$ cat src/rtl/pcr_fetch_gen.sv
// Fetch-PC generator: issues aligned fetch groups to the IFU, takes trap and
// branch redirects (trap wins), tags each group with a redirect epoch, and can
// be parked by a level halt request.
module pcr_fetch_gen #(
  parameter int unsigned     XLEN         = 32,
  parameter logic [XLEN-1:0] RESET_VECTOR = XLEN'(32'h8000_0000),
  parameter int unsigned     FETCH_WIDTH  = 2,
  parameter int unsigned     EPOCH_W      = 2
) (
  input  logic                   clk,
  input  logic                   rstn,
  input  logic                   pcr_rx_trap_valid,
  input  logic [XLEN-1:0]        pcr_rx_trap_pc,
  input  logic                   pcr_rx_bc_valid,
  input  logic [XLEN-1:0]        pcr_rx_bc_pc,
  output logic                   pcr_rx_ready,
  input  logic                   pcr_halt,
  output logic                   pcr_tx_valid,
  input  logic                   pcr_tx_ready,
  output logic [XLEN-1:0]        pcr_tx_pc,
  output logic [FETCH_WIDTH-1:0] pcr_tx_mask,
  output logic [EPOCH_W-1:0]     pcr_tx_epoch
);

  // Byte offset bits covered by one fetch group.
  localparam int unsigned     Off        = $clog2(FETCH_WIDTH) + 2;
  localparam logic [XLEN-1:0] AlignMask  = ~((XLEN'(1) << Off) - XLEN'(1));
  localparam logic [XLEN-1:0] GroupBytes = XLEN'(4 * FETCH_WIDTH);

  typedef enum logic [1:0] {StBoot, StRun, StHalt} state_e;

  state_e              state_q, state_d;
  logic [XLEN-1:0]     pc_q, pc_d;
  logic [EPOCH_W-1:0]  epoch_q, epoch_d;

  logic                redir;
  logic                hs;
  logic [XLEN-1:0]     target;
  logic [XLEN-1:0]     seq_pc;
  logic [Off-1:0]      slot;

  // Redirect acceptance, target selection and sequential advance.
  always_comb begin
    pcr_rx_ready = rstn;
    // Trap has priority; a simultaneous branch is simply dropped.
    redir        = rstn & (pcr_rx_trap_valid | pcr_rx_bc_valid);
    target       = pcr_rx_trap_valid ? pcr_rx_trap_pc : pcr_rx_bc_pc;
    target[1:0]  = 2'b00;
    pcr_tx_valid = (state_q == StRun);
    hs           = pcr_tx_valid & pcr_tx_ready;
    seq_pc       = (pc_q & AlignMask) + GroupBytes;
  end

  // Next-state, next-PC and epoch update.
  always_comb begin
    state_d = state_q;
    pc_d    = pc_q;
    epoch_d = epoch_q + EPOCH_W'(redir);
    case (state_q)
      StBoot: begin
        state_d = StRun;
        pc_d    = redir ? target : RESET_VECTOR;
      end
      StRun: begin
        if (redir) begin
          pc_d = target;
        end else if (hs) begin
          pc_d = seq_pc;
        end
        // Park only once the outstanding group has been taken.
        if (pcr_halt && (!pcr_tx_valid || hs)) begin
          state_d = StHalt;
        end
      end
      StHalt: begin
        if (redir) begin
          pc_d = target;
        end
        if (!pcr_halt) begin
          state_d = StRun;
        end
      end
      default: state_d = StBoot;
    endcase
  end

  // Slot mask: slots before the entry point within the group are invalid.
  always_comb begin
    pcr_tx_mask = '0;
    slot        = pc_q[Off-1:0] >> 2;
    for (int unsigned i = 0; i < FETCH_WIDTH; i++) begin
      pcr_tx_mask[i] = (Off'(i) >= slot);
    end
  end

  // State, PC and epoch registers.
  always_ff @(posedge clk or negedge rstn) begin
    if (!rstn) begin
      state_q <= StBoot;
      pc_q    <= RESET_VECTOR;
      epoch_q <= '0;
    end else begin
      state_q <= state_d;
      pc_q    <= pc_d;
      epoch_q <= epoch_d;
    end
  end

  assign pcr_tx_pc    = pc_q;
  assign pcr_tx_epoch = epoch_q;

endmodule

$ cat config.mk
export PLATFORM = sky130hd
export DESIGN_NAME = pcr_fetch_gen
export DESIGN_NICKNAME = d
export VERILOG_FILES = /design/src/rtl/pcr_fetch_gen.sv
export SDC_FILE = /design/constraint.sdc
export NUM_CORES = 1
export LEC_CHECK = 0
export BUFFER_PORTS_ARGS = -buffer_cell sky130_fd_sc_hd__clkbuf_2
export CELL_PAD_IN_SITES_DETAIL_PLACEMENT = 0
export CELL_PAD_IN_SITES_GLOBAL_PLACEMENT = 1
export CORE_MARGIN = 1
export CORE_UTILIZATION = 31
export DETAILED_ROUTE_END_ITERATION = 10
export PLACE_DENSITY = 0.88
export SLEW_MARGIN = 20
export SYNTH_ARGS = -nofsm -noshare
export SYNTH_HDL_FRONTEND = slang
export SYNTH_SLANG_ARGS = --single-unit
$ cat constraint.sdc
create_clock -name clk -period 1.8 [get_ports clk]
set_input_delay 0.36 -clock clk [delete_from_list [all_inputs] [get_ports clk]]
set_output_delay 0.36 -clock clk [all_outputs]
set_load 0.1 [all_outputs]
==> reports/metrics.cfg <==
[route]
detail_route.drc_violations = 0
dr.pass1.iters = 4
wl_per_cell_um = 15.9
routed_via_density = 5.38
dr_total_vias = 2835
wirelength_mm = 8.36
drtAntennaViolNets = 0
drt_iter0_markers = 217

[pwr]
switching_power_mw = 4.91
switching_share = 0.602
power_leakage_nw = 1.82
p_seq_frac = 0.222
powerDensity_mw_per_mm2 = 2050
vdd_drop_max_uv = 1110
power.internal_mw = 3.24
power_mw = 8.14
clkPwrFrac = 0.075
comb_power_share = 0.703

[setup_path]
timing.rr.end = pcr_tx_pc[24]
crit_path_start_kind = register
critical_path.max_fanout = 4
max_stage_delay_ns = 0.44
path_cells = inv_2 > ha_4 > and3_1 > buf_4 > a21o_1 > a211o_1
crit_arrival_ns = 1.93
r2r-start = state_q[0]
required_ns = 1.97
reg2regPathDepth = 6
slowest_stage = dfrtp_2
crit_type = reg2reg
cp-end-kind = register
r2r_slack_ns = 0.04

[cells_and_area]
seq_area_um2 = 950
nets = 500
drive_gt1_frac = 0.579
multi_input_area_mm2 = 0.00179
fill_cells = 722
area_growth_pct = 57.6
final_util = 0.508
antenna_cells = 0

[cts]
cts_tree = done
clockBufferDepth = 2
cts_hold_buf = 0
h-tree-depth = 2
cts.clk_slew.worst_paths_ns = 0.08
clock_latency_ns = 0.29
cts_sinks = 34
cts_inserted_buffers = 5
cts_root_buffer = clkbuf_8

[die]
die_w_um = 92.1
dieHeight_um = 92.1
pin_count = 108
num_rows = 32
start_util = 0.322
die-area_mm2 = 0.00849
core_mm2 = 0.00781

[global_route]
grt_antenna_before_repair = 0
busiest_layer = met2
grt.total_usage = 0.194
grt_pass1_vias = 2603
grt_first_pass_wirelength_mm = 13.0
use_met3 = 0.0332
met2_usage = 0.314
grt_max_degree = 36
grt_util_met1 = 0.262
gr-total-overflow = 0

[yosys]
ys_warn_count = 0
synth-edff-count = 0
synthArstFlopShare = 1.00
postSynthAreaPerCell_um2 = 8.99
synth_cells = 280
ys_types = 51
ys_seq_area_frac = 0.338
ys_ff_latch = 34
syn_area_mm2 = 0.00252
ys.flop_type = dfrtp_1

[placed_design]
numPortBuffers = 100
dpl_worst_slack_ns = -0.0776
gp_congestion = 0.875
dp_hpwl_mm = 6.19

[status]
status = finished, final reports clean

[sta]
tightest_slew_ns = 0.567
fin_skew_ns = 0.00903
slew-limit-headroom = 0.624
final-hold-violation-count = 0
setup_violations = 0
period_share = 0.976
rsz0062_at_grt = true
worst_slack_ns = 0.0440
clock.fmax_mhz = 569
post-route-min-period_ns = 1.76
maxSlewViolCount = 0

[job]
cap_violations = 0

[worst_hold_path]
hold_class = in2async

per-layer routing:
layer	wire length, um	part of all wire
met3	460	0.055
met4	183	0.022
met1	3620	0.43
met5	0	0
met2	4090	0.49
cell usage after synthesis (7+ instances only):
| cell | number | area (um2) |
|---|---|---|
| dfrtp_1 | 33 | 826 |
| nor2_1 | 23 | 86.3 |
| nand3_1 | 9 | 45.0 |
| inv_1 | 9 | 33.8 |
| nand2_1 | 26 | 97.6 |
| mux2_2 | 12 | 135 |
| buf_2 | 7 | 35.0 |
| a21oi_1 | 13 | 65.1 |
| mux2i_1 | 20 | 200 |
| nand4_1 | 9 | 56.3 |
| o21ai_0 | 24 | 120 |
metrics by stage:
stage | TNS [ns] | hold slack (ns) | cell area, um2 | instances
after CTS | 0 | 0.209 | 3700 | 512
after global routing | -0.241 | 0.237 | 3970 | 527
final | 0 | 0.193 | 3970 | 527
after floorplan | -2.02 | 0.0644 | 2720 | 281
after detailed placement | -0.452 | 0.467 | 3570 | 504
after global placement | -0.0147 | 0.453 | 3570 | 504
cell type report:
| class | instances | area share |
|---|---|---|
| multi-input combinational | 221 | 0.451 |
| inverter | 9 | 0.0101 |
| clock inverter | 2 | 0.00315 |
| clock buffer | 6 | 0.0208 |
| tap | 102 | 0.0322 |
| timing repair buffer | 153 | 0.243 |
| sequential | 34 | 0.239 |
how the worst max path moves through the flow:
stage                      start       endpoint  slack, ns
floorplan             state_q[1]   pcr_tx_pc[7]      -0.18
finish                state_q[0]  pcr_tx_pc[24]       0.04
detailed placement    state_q[1]  pcr_tx_pc[18]      -0.08
global placement      state_q[1]   pcr_tx_pc[6]      -0.01
CTS                   state_q[1]  pcr_tx_pc[24]      0.007
global route        pcr_tx_pc[8]  pcr_tx_pc[30]      -0.05
power by group through the flow:
stage,registers (mW),logic [mW],clock network [mW]
2_1_floorplan,4.16,1.55,0
3_3_place_gp,1.78,5.16,0
3_5_place_dp,1.81,5.21,0
4_1_cts,1.80,5.30,0.623
5_1_grt,1.87,6.03,0.645
6_report,1.81,5.72,0.612
sequential cells by signal, indices dropped and copies added (netlist names):
register / cells
pcr_tx_epoch: 2
pcr_tx_pc: 30
state_q: 2
cell usage in the layout, fill, tap and decap left out, types with 4 or more instances in the layout:
master    count
clkbuf_2     98
buf_4        46
dfrtp_4      25
nand2_1      23
mux2i_1      20
nor2_1       18
o21ai_0      17
mux2_2       12
a21oi_1      12
nand4_1       9
o21ai_1       7
inv_1         6
nand3_1       6
a221o_1       6
clkbuf_8      6
buf_6         6
a31oi_1       5
o32a_1        5
ha_4          5
dfrtp_1       5
o22ai_1       4
and3_1        4
o311ai_2      4
and4_1        4
cells by family (layout without fill, tap and decap cells):
logic type,Yosys count,count (layout),share of synthesized area
buffers and inverters,26,170,0.0497
other,2,3,0.00298
and+or+nand+nor,94,94,0.204
muxes,32,32,0.133
adders and majority gates,6,6,0.0298
AOI/OAI and AO/OA,85,85,0.239
DFF,34,34,0.338
xor gates and xnor gates,1,1,0.00348
critical path, delay by kind of cell (launching register included):
kind | cells | cell delay [ns]
buf+inv | 2 | 0.30
flops | 1 | 0.44
fa+ha+maj | 1 | 0.24
compound gates | 2 | 0.45
simple gates | 1 | 0.23
what timing repair did:
item / 4_1_cts / 5_1_grt
pin swaps: 0 / 17
buffers inserted: 0 / 15
cloned: 0 / 0
endpoints found under the setup margin: 19 / 28
resized for setup: 7 / 41
Note: power is estimated with default switching activity, not from simulation.
